File: src/rtl/projectile_pool_if.sv
// Projectile pool bus interface.
// Groups every non-clock signal of projectile_pool: frame tick source, fire request,
// shooter/target geometry, raster position, and the status outputs.
//   master : the fighter top level (drives requests and geometry, reads status)
//   slave  : projectile_pool itself
// NUM_SLOTS must match the NUM_SLOTS of the projectile_pool instance it connects to.
interface projectile_pool_if #(
  parameter int NUM_SLOTS = 4
);
  logic                 frame_clk;
  logic                 fire;
  logic                 fire_dir;
  logic [9:0]           Src_X;
  logic [9:0]           Src_Y;
  logic [9:0]           Target_X;
  logic [9:0]           Target_Y;
  logic [9:0]           Target_Size;
  logic [9:0]           DrawX;
  logic [9:0]           DrawY;
  logic                 is_proj;
  logic                 hit;
  logic [7:0]           hit_count;
  logic [NUM_SLOTS-1:0] active_mask;
  logic                 full;

  modport master (
    output frame_clk, fire, fire_dir, Src_X, Src_Y, Target_X, Target_Y, Target_Size,
           DrawX, DrawY,
    input  is_proj, hit, hit_count, active_mask, full
  );

  modport slave (
    input  frame_clk, fire, fire_dir, Src_X, Src_Y, Target_X, Target_Y, Target_Size,
           DrawX, DrawY,
    output is_proj, hit, hit_count, active_mask, full
  );
endinterface

File: src/rtl/projectile_pool.sv
// Multi-slot projectile engine.
// Holds NUM_SLOTS projectiles launched from the shooter on a fire edge; all of them
// advance once per frame tick (rising edge of frame_clk seen in the Clk domain) and
// retire on target contact or screen-edge exit.
// Ports:
//   Clk   : system clock
//   Reset : asynchronous, active-high, clears all state
//   bus   : projectile_pool_if.slave
//     in  frame_clk, fire, fire_dir, Src_X/Y, Target_X/Y, Target_Size, DrawX/Y
//     out is_proj (combinational), hit (1-Clk pulse), hit_count (saturating),
//         active_mask, full
// Optional feature: define PROJ_POOL_GRAVITY_EN to give each slot a vertical
// velocity (launched at -6, +1 per tick, saturating at +15) and retire at Y >= 479.
module projectile_pool #(
  parameter int NUM_SLOTS = 4,
  parameter int STEP      = 2,
  parameter int PROJ_R    = 3,
  parameter int X_MIN     = 0,
  parameter int X_MAX     = 639,
  parameter int COOLDOWN  = 8
) (
  input logic              Clk,
  input logic              Reset,
  projectile_pool_if.slave bus
);

  localparam logic signed [11:0] STEP_S = 12'(STEP);
  localparam logic [11:0]        RADIUS = 12'(PROJ_R);
  localparam logic [9:0]         XMIN_V = 10'(X_MIN);
  localparam logic [9:0]         XMAX_V = 10'(X_MAX);
  // The launch tick also counts as the first cooldown decrement, so launches are
  // exactly COOLDOWN ticks apart.
  localparam logic [7:0]         CD_RELOAD = 8'((COOLDOWN > 0) ? COOLDOWN - 1 : 0);

  function automatic logic [11:0] abs_diff(input logic [9:0] a, input logic [9:0] b);
    logic signed [11:0] d;
    d = $signed({2'b00, a}) - $signed({2'b00, b});
    return (d < 0) ? $unsigned(-d) : $unsigned(d);
  endfunction

  function automatic logic [9:0] step_x(input logic [9:0] x, input logic left);
    logic signed [11:0] s;
    s = left ? $signed({2'b00, x}) - STEP_S : $signed({2'b00, x}) + STEP_S;
    if (s < 0) return '0;
    if (s > 12'sd1023) return '1;
    return s[9:0];
  endfunction

`ifdef PROJ_POOL_GRAVITY_EN
  function automatic logic [9:0] step_y(input logic [9:0] y, input logic signed [5:0] vy);
    logic signed [11:0] s;
    s = $signed({2'b00, y}) + $signed({{6{vy[5]}}, vy});
    if (s < 0) return '0;
    if (s > 12'sd1023) return '1;
    return s[9:0];
  endfunction
`endif

  logic                 frame_prev, fire_prev, pending;
  logic [7:0]           cooldown;
  logic [NUM_SLOTS-1:0] active, dir;
  logic [9:0]           pos_x [NUM_SLOTS];
  logic [9:0]           pos_y [NUM_SLOTS];
`ifdef PROJ_POOL_GRAVITY_EN
  logic signed [5:0]    vel_y   [NUM_SLOTS];
  logic signed [5:0]    next_vy [NUM_SLOTS];
`endif
  logic                 hit_q;
  logic [7:0]           hit_count_q;

  logic [9:0]           next_x [NUM_SLOTS];
  logic [9:0]           next_y [NUM_SLOTS];
  logic [NUM_SLOTS-1:0] contact, retire, launch_sel;
  logic [3:0]           n_contact;
  logic [8:0]           count_sum;
  logic [11:0]          reach;
  logic                 tick, fire_edge, any_free, launch, draw_hit;

  assign tick      = bus.frame_clk & ~frame_prev;
  assign fire_edge = bus.fire & ~fire_prev;
  assign reach     = {2'b00, bus.Target_Size} + RADIUS;
  assign count_sum = {1'b0, hit_count_q} + {5'b0, n_contact};

  // Candidate post-tick position, contact and retirement per slot.
  always_comb begin
    n_contact = '0;
    for (int unsigned i = 0; i < NUM_SLOTS; i++) begin
      next_x[i] = step_x(pos_x[i], dir[i]);
`ifdef PROJ_POOL_GRAVITY_EN
      next_y[i]  = step_y(pos_y[i], vel_y[i]);
      next_vy[i] = (vel_y[i] == 6'sd15) ? vel_y[i] : vel_y[i] + 6'sd1;
`else
      next_y[i]  = pos_y[i];
`endif
      contact[i] = active[i] && (abs_diff(next_x[i], bus.Target_X) <= reach)
                             && (abs_diff(next_y[i], bus.Target_Y) <= reach);
      retire[i]  = contact[i] || (next_x[i] <= XMIN_V) || (next_x[i] >= XMAX_V);
`ifdef PROJ_POOL_GRAVITY_EN
      if (next_y[i] >= 10'd479) retire[i] = 1'b1;
`endif
      n_contact = n_contact + 4'(contact[i]);
    end
  end

  // Lowest-index slot free before the tick; slots retiring on this tick are not candidates.
  always_comb begin
    launch_sel = '0;
    any_free   = 1'b0;
    for (int unsigned i = 0; i < NUM_SLOTS; i++) begin
      if (!active[i] && !any_free) begin
        launch_sel[i] = 1'b1;
        any_free      = 1'b1;
      end
    end
  end

  assign launch = tick && pending && (cooldown == '0) && any_free;

  always_ff @(posedge Clk or posedge Reset) begin
    if (Reset) begin
      frame_prev  <= 1'b0;
      fire_prev   <= 1'b0;
      pending     <= 1'b0;
      cooldown    <= '0;
      active      <= '0;
      dir         <= '0;
      hit_q       <= 1'b0;
      hit_count_q <= '0;
      for (int unsigned i = 0; i < NUM_SLOTS; i++) begin
        pos_x[i] <= '0;
        pos_y[i] <= '0;
`ifdef PROJ_POOL_GRAVITY_EN
        vel_y[i] <= '0;
`endif
      end
    end else begin
      frame_prev <= bus.frame_clk;
      fire_prev  <= bus.fire;
      hit_q      <= 1'b0;
      if (tick) begin
        for (int unsigned i = 0; i < NUM_SLOTS; i++) begin
          if (launch && launch_sel[i]) begin
            active[i] <= 1'b1;
            dir[i]    <= bus.fire_dir;
            pos_x[i]  <= bus.Src_X;
            pos_y[i]  <= bus.Src_Y;
`ifdef PROJ_POOL_GRAVITY_EN
            vel_y[i]  <= -6'sd6;
`endif
          end else if (active[i]) begin
            pos_x[i] <= next_x[i];
            pos_y[i] <= next_y[i];
`ifdef PROJ_POOL_GRAVITY_EN
            vel_y[i] <= next_vy[i];
`endif
            if (retire[i]) active[i] <= 1'b0;
          end
        end
        if (launch) begin
          pending  <= 1'b0;
          cooldown <= CD_RELOAD;
        end else if (cooldown != '0) begin
          cooldown <= cooldown - 8'd1;
        end
        hit_q       <= |contact;
        hit_count_q <= count_sum[8] ? 8'hFF : count_sum[7:0];
      end
      // Placed last so a fire edge coinciding with a launch stays pending.
      if (fire_edge) pending <= 1'b1;
    end
  end

  always_comb begin
    draw_hit = 1'b0;
    for (int unsigned i = 0; i < NUM_SLOTS; i++) begin
      if (active[i] && (abs_diff(bus.DrawX, pos_x[i]) <= RADIUS)
                    && (abs_diff(bus.DrawY, pos_y[i]) <= RADIUS))
        draw_hit = 1'b1;
    end
  end

  assign bus.is_proj     = draw_hit;
  assign bus.hit         = hit_q;
  assign bus.hit_count   = hit_count_q;
  assign bus.active_mask = active;
  assign bus.full        = &active;

endmodule

File: src/flat_wrapper.sv
// flat-port wrapper written by rule: the top's interface ports become plain ports
module projectile_pool_flat 
#(
  parameter int NUM_SLOTS = 4,
  parameter int STEP      = 2,
  parameter int PROJ_R    = 3,
  parameter int X_MIN     = 0,
  parameter int X_MAX     = 639,
  parameter int COOLDOWN  = 8
)
  (Clk, Reset, bus_frame_clk, bus_fire, bus_fire_dir, bus_Src_X, bus_Src_Y, bus_Target_X, bus_Target_Y, bus_Target_Size, bus_DrawX, bus_DrawY, bus_is_proj, bus_hit, bus_hit_count, bus_active_mask, bus_full);
  projectile_pool_if #(.NUM_SLOTS(NUM_SLOTS)) bus_i ();
  input logic Clk;
  input logic Reset;
  input wire logic [$bits(bus_i.frame_clk)-1:0] bus_frame_clk;
  input wire logic [$bits(bus_i.fire)-1:0] bus_fire;
  input wire logic [$bits(bus_i.fire_dir)-1:0] bus_fire_dir;
  input wire logic [$bits(bus_i.Src_X)-1:0] bus_Src_X;
  input wire logic [$bits(bus_i.Src_Y)-1:0] bus_Src_Y;
  input wire logic [$bits(bus_i.Target_X)-1:0] bus_Target_X;
  input wire logic [$bits(bus_i.Target_Y)-1:0] bus_Target_Y;
  input wire logic [$bits(bus_i.Target_Size)-1:0] bus_Target_Size;
  input wire logic [$bits(bus_i.DrawX)-1:0] bus_DrawX;
  input wire logic [$bits(bus_i.DrawY)-1:0] bus_DrawY;
  output wire logic [$bits(bus_i.is_proj)-1:0] bus_is_proj;
  output wire logic [$bits(bus_i.hit)-1:0] bus_hit;
  output wire logic [$bits(bus_i.hit_count)-1:0] bus_hit_count;
  output wire logic [$bits(bus_i.active_mask)-1:0] bus_active_mask;
  output wire logic [$bits(bus_i.full)-1:0] bus_full;
  assign bus_i.frame_clk = bus_frame_clk;
  assign bus_i.fire = bus_fire;
  assign bus_i.fire_dir = bus_fire_dir;
  assign bus_i.Src_X = bus_Src_X;
  assign bus_i.Src_Y = bus_Src_Y;
  assign bus_i.Target_X = bus_Target_X;
  assign bus_i.Target_Y = bus_Target_Y;
  assign bus_i.Target_Size = bus_Target_Size;
  assign bus_i.DrawX = bus_DrawX;
  assign bus_i.DrawY = bus_DrawY;
  assign bus_is_proj = bus_i.is_proj;
  assign bus_hit = bus_i.hit;
  assign bus_hit_count = bus_i.hit_count;
  assign bus_active_mask = bus_i.active_mask;
  assign bus_full = bus_i.full;
  projectile_pool #(.NUM_SLOTS(NUM_SLOTS), .STEP(STEP), .PROJ_R(PROJ_R), .X_MIN(X_MIN), .X_MAX(X_MAX), .COOLDOWN(COOLDOWN)) u_core (.Clk(Clk), .Reset(Reset), .bus(bus_i));
endmodule
File: config.mk
export PLATFORM = sky130hd
export DESIGN_NAME = projectile_pool_flat
export DESIGN_NICKNAME = d
export VERILOG_FILES = /design/src/rtl/projectile_pool_if.sv /design/src/rtl/projectile_pool.sv /design/src/flat_wrapper.sv
export SDC_FILE = /design/constraint.sdc
export NUM_CORES = 1
export LEC_CHECK = 0
export ABC_CLOCK_PERIOD_IN_PS = 10050
export CAP_MARGIN = 20
export CORE_AREA = 2 2 207 209
export CTS_BUF_LIST = sky130_fd_sc_hd__clkbuf_8 sky130_fd_sc_hd__clkbuf_16
export CTS_CLUSTER_DIAMETER = 40
export CTS_CLUSTER_SIZE = 40
export DETAILED_ROUTE_END_ITERATION = 6
export DIE_AREA = 0 0 209 211
export HOLD_SLACK_MARGIN = 0.15
export MAX_ROUTING_LAYER = met4
export PLACE_DENSITY = 0.58
export SLEW_MARGIN = 20
export SYNTH_ARGS = -nofsm -noshare
export SYNTH_HDL_FRONTEND = slang
export SYNTH_SLANG_ARGS = --single-unit
File: constraint.sdc
create_clock -name Clk -period 10.05 [get_ports Clk]
set_clock_uncertainty 0.1 [all_clocks]
set_input_delay 1.005 -clock Clk [delete_from_list [all_inputs] [get_ports Clk]]
set_output_delay 1.005 -clock Clk [all_outputs]
set_load 0.01 [all_outputs]
==> report_table.html, run 1 <==
<table>
<tr><th>Metric</th><th>Value</th></tr>
<tr><th colspan="2">Clock tree</th></tr>
<tr><td>CTS buffer count</td><td>9</td></tr>
<tr><td>Post CTS Setup Buffer Count</td><td>0</td></tr>
<tr><td>CTS Buffer Depth</td><td>2</td></tr>
<tr><td>Hold-fix buffers, CTS</td><td>0</td></tr>
<tr><td>Clk sink count</td><td>108</td></tr>
<tr><td>TritonCTS clock tree</td><td>done</td></tr>
<tr><td>Clock H-tree levels</td><td>3</td></tr>
<tr><td>Cell chosen for the clock root</td><td>clkbuf_16</td></tr>
<tr><td>Post-CTS resize count</td><td>0</td></tr>
<tr><td>Later-pin clock latency in the skew report</td><td>~380 ps</td></tr>
<tr><td>Clock slew at reported path FFs</td><td>90 ps</td></tr>
<tr><th colspan="2">Yosys</th></tr>
<tr><td>Predominant post-synthesis flop cell</td><td>dfrtp_1</td></tr>
<tr><td>Average size of a mapped cell</td><td>7.622 µm²</td></tr>
<tr><td>Synthesized Nets</td><td>~2800</td></tr>
<tr><td>Synthesized netlist cell count</td><td>2400</td></tr>
<tr><td>Netlist Area Pre-Place</td><td>18290 µm²</td></tr>
<tr><td>EDFF count, synth</td><td>0</td></tr>
<tr><td>Proportion of synthesized chip area in sequential cells</td><td>14.77%</td></tr>
<tr><td>Yosys warning count</td><td>0</td></tr>
<tr><td>Yosys top cell area share</td><td>19.43%</td></tr>
<tr><td>Distinct cell type count after synthesis</td><td>88</td></tr>
<tr><td>Cell taking the most area after synthesis</td><td>ha_1</td></tr>
<tr><td>Count of state elements after synthesis</td><td>108</td></tr>
<tr><td>Top area cells in the synthesized netlist</td><td>ha_1 (19%), dfrtp_1 (15%), xnor2_1 (7.9%)</td></tr>
<tr><td>Async set-or-reset flop fraction in the synthesized netlist</td><td>100.0%</td></tr>
<tr><th colspan="2">GRT</th></tr>
<tr><td>Met2 GRT Util</td><td>about two fifths</td></tr>
<tr><td>Number of global-route vias before repair</td><td>16610</td></tr>
<tr><td>Busiest grt layer</td><td>met2</td></tr>
<tr><td>First-pass GRT wire length</td><td>92.23 mm</td></tr>
<tr><td>GRT Residual Overflow</td><td>0</td></tr>
<tr><td>Overall routing resource usage</td><td>27.23%</td></tr>
<tr><td>Antenna violations before repair</td><td>0</td></tr>
<tr><td>Met3 track utilization from global routing</td><td>under 10%</td></tr>
<tr><td>GR met1 Demand/Resource</td><td>38.95%</td></tr>
<tr><td>Largest net degree at the start of global routing</td><td>66</td></tr>
<tr><th colspan="2">Critical path</th></tr>
<tr><td>Total stage count of the critical path</td><td>34</td></tr>
<tr><td>Critical-path top delay cell</td><td>or4b_4</td></tr>
<tr><td>Worst r2r path cells</td><td>34</td></tr>
<tr><td>Cell family contributing the most delay on the critical path</td><td>simple AND/OR/NAND/NOR gates</td></tr>
<tr><td>CP peak stage delay</td><td>580 ps</td></tr>
<tr><td>Setup crit start kind</td><td>flop</td></tr>
<tr><td>R2R Setup Slk</td><td>about 1400 ps</td></tr>
<tr><td>Critical setup path kind</td><td>flop to flop</td></tr>
<tr><td>Buffers plus inverters on the worst setup path</td><td>2</td></tr>
<tr><td>Crit path capture type</td><td>flop</td></tr>
<tr><td>Data arrival time of the critical path</td><td>8800 ps</td></tr>
<tr><td>End point of the critical path</td><td>u_core.bus.hit_count[2]</td></tr>
<tr><td>Crit path max fanout</td><td>11</td></tr>
<tr><td>Worst r2r src</td><td>u_core.pos_x[33]</td></tr>
<tr><td>Data required time at the worst endpoint</td><td>10180 ps</td></tr>
<tr><td>Startpoint of the most critical setup path</td><td>u_core.pos_x[33]</td></tr>
<tr><td>Reg2Reg Capture Point</td><td>u_core.bus.hit_count[2]</td></tr>
<tr><th colspan="2">Timing</th></tr>
<tr><td>Hold violation count in the final report</td><td>0</td></tr>
<tr><td>Max-slew violations</td><td>0</td></tr>
<tr><td>RSZ-0062 raised after global routing</td><td>no</td></tr>
<tr><td>Tcrit/Tclk final</td><td>86.24%</td></tr>
<tr><td>Total of endpoints with negative setup slack in the final report</td><td>0</td></tr>
<tr><td>Slew Limit Headroom</td><td>26.29%</td></tr>
<tr><td>Final TNS setup</td><td>0 ps</td></tr>
<tr><td>Slew at the pin closest to its max-slew limit</td><td>1104 ps</td></tr>
<tr><td>Final critical-path required period</td><td>around 8700 ps</td></tr>
<tr><td>FMAX</td><td>115.4 MHz</td></tr>
<tr><th colspan="2">Worst hold path</th></tr>
<tr><td>Classification of the worst-slack hold path</td><td>flop to flop</td></tr>
<tr><td>Number of instances on the worst hold path</td><td>1</td></tr>
<tr><td>Hold wc startpoint</td><td>u_core.fire_prev</td></tr>
<tr><th colspan="2">Layout</th></tr>
<tr><td>Commonest non-fill, non-tap cell in the layout</td><td>ha_1</td></tr>
<tr><td>Final standard cell count with taps included and fillers excluded</td><td>3008</td></tr>
<tr><td>Area overhead of the layout relative to synthesis</td><td>9.993%</td></tr>
<tr><td>Share of post-route cells with drive strength above 1</td><td>3.807%</td></tr>
<tr><td>NumNets Final</td><td>2841</td></tr>
<tr><td>Diodes inserted</td><td>0</td></tr>
<tr><td>Most used cells in the layout excluding fill and tap cells</td><td>ha_1 (284), nand2_1 (208), inv_1 (201), a21oi_1 (187), nor2_1 (172)</td></tr>
<tr><th colspan="2">Pwr</th></tr>
<tr><td>Power density normalized to cell area</td><td>257.1 nW/µm²</td></tr>
<tr><td>Maximum ir drop on the vdd rail</td><td>0.0001482 V</td></tr>
<tr><td>Leakage component of the power</td><td>around 9.0 nW</td></tr>
<tr><th colspan="2">Placement</th></tr>
<tr><td>Number of input and output port buffers inserted</td><td>89</td></tr>
<tr><td>Post-DP HPWL</td><td>47.55 mm</td></tr>
<tr><td>RD Place Congestion</td><td>0.9071</td></tr>
<tr><td>Number of cells after detailed placement</td><td>2992</td></tr>
<tr><th colspan="2">Floorplan</th></tr>
<tr><td>Starting density of the core</td><td>43.81%</td></tr>
<tr><td>Number of top-level pins</td><td>90</td></tr>
<tr><td>Full die area</td><td>44100 µm²</td></tr>
<tr><td>Row cnt</td><td>75</td></tr>
<tr><td>X dimension of the die</td><td>209 µm</td></tr>
<tr><td>Die height</td><td>211 µm</td></tr>
<tr><td>Placeable Area</td><td>41760 µm²</td></tr>
<tr><th colspan="2">Detailed routing</th></tr>
<tr><td>DRC viols</td><td>0</td></tr>
<tr><td>Via-per-instance ratio</td><td>5.875</td></tr>
<tr><td>Total number of vias</td><td>17670</td></tr>
<tr><td>Violation count after the first detailed-routing iteration</td><td>roughly 1200</td></tr>
<tr><td>Final Routed Wirelength</td><td>58.20 mm</td></tr>
<tr><td>Routed WL per cell</td><td>between 15 and 20 µm</td></tr>
<tr><td>Number of optimization iterations in the first detailed-route pass</td><td>5</td></tr>
<tr><td>Final antenna-violating net count</td><td>0</td></tr>
<tr><th colspan="2">Outcome</th></tr>
<tr><td>Status</td><td>finished, final reports clean</td></tr>
<tr><th colspan="2">Job</th></tr>
<tr><td>Max-cap viol count</td><td>0</td></tr>
</table>
## registers in the layout, summed over array words and instances (netlist names)
register	flops
u_core.next_y	40
u_core.pos_x	40
u_core.bus.hit_count	8
u_core.cooldown	8
u_core.bus.active_mask	4
u_core.dir	4
u_core.bus.hit	1
u_core.fire_prev	1
u_core.frame_prev	1
u_core.pending	1
## worst reg2reg max path, delay by kind of cell (launching register included)
kind,cells,cell delay [ps]
XOR/XNOR,1,130
flip-flops,1,490
AND/OR/NAND/NOR,12,3030
adder cells (fa/ha/maj),7,2180
buffers and inverters,2,120
AO/OA/AOI/OAI,12,2480
## metrics by stage
stage               cell area, µm²  setup slack, ps  total power [W]  utilization, %  hold WS, ps
finish                       20120             1383         0.005172           48.18        330.3
detailed placement           19810             1515         0.004724           47.43        322.2
floorplan                    18290             2535         0.003737               -        299.6
global route                 20120            662.4         0.005758           48.18        364.9
global placement             19800             1626         0.004628           47.41        306.0
CTS                          20120             1461         0.005138           48.18        334.5
## layout make-up
cell class	count	area (µm²)
tap	539	674.4
inverter	202	760.7
clock buffer	9	225.2
sequential	108	2703
multi-input combinational	2033	14620
clock inverter	7	88.84
timing repair buffer	110	1049
fill	4082	21640
## cell usage after synthesis (6+ instances only)
cell       instances
ha_1             284
nand2_1          208
inv_1            202
a21oi_1          187
nor2_1           174
xnor2_1          164
o21ai_0          155
dfrtp_1          108
a21o_1            71
xor2_1            69
nand3_1           65
nor3_1            49
clkbuf_1          48
nand2b_1          45
nor2b_1           43
a31oi_1           39
nand4_1           34
or3_1             28
and3_1            27
o22ai_1           27
nor4_1            25
o21a_1            24
a211oi_1          20
fa_1              18
o31ai_1           18
mux2i_1           16
o21bai_1          15
o211ai_1          14
or4_1             14
mux2_2            13
o2111ai_1         13
o32ai_1           13
and2_1            12
a21boi_0          11
o221ai_1          10
or2_2             10
a31o_2             8
nor4b_1            8
a221oi_1           6
nor3b_1            6
## worst min path at each step
stage | endpoint | slack, ps
2_1_floorplan | u_core.pending | 300
3_3_place_gp | u_core.pending | 310
3_5_place_dp | u_core.pending | 320
4_1_cts | u_core.pending | 330
5_1_grt | u_core.pending | 360
6_report | u_core.pending | 330
## per-layer routing
layer / part of all wire [%] / up-vias
li1: - / 8833
met1: 50 / 8346
met2: 43 / 431
met3: 4.7 / 62
met4: 2.4 / 0
met5: 0 / -
## cell families after synthesis
| kind of cell | count (synthesis) | share of synthesized area, % |
|---|---|---|
| buffers and inverters | 259 | 5.410 |
| xor gates and xnor gates | 233 | 11.16 |
| adders and majority gates | 302 | 21.40 |
| AOI/OAI and AO/OA | 687 | 23.93 |
| and+or+nand+nor | 782 | 21.66 |
| muxes | 29 | 1.676 |
| DFF | 108 | 14.77 |
## report_power, final
part / switching, W / internal, W
Combinational: 0.00239 / 0.00171
Sequential: 0.000156 / 0.000531
Clock: 0.000190 / 0.000199
Total: 0.00274 / 0.00244
Power figures use the tool's default switching activity.
==> inputs of run 2 (changes only) <==
- CTS_BUF_LIST: sky130_fd_sc_hd__clkbuf_8 sky130_fd_sc_hd__clkbuf_16 -> sky130_fd_sc_hd__clkbuf_4 sky130_fd_sc_hd__clkbuf_8 sky130_fd_sc_hd__clkbuf_16
==> results of run 2 <==
No change in the layout: final DEF, timing and power equal those of run 1.
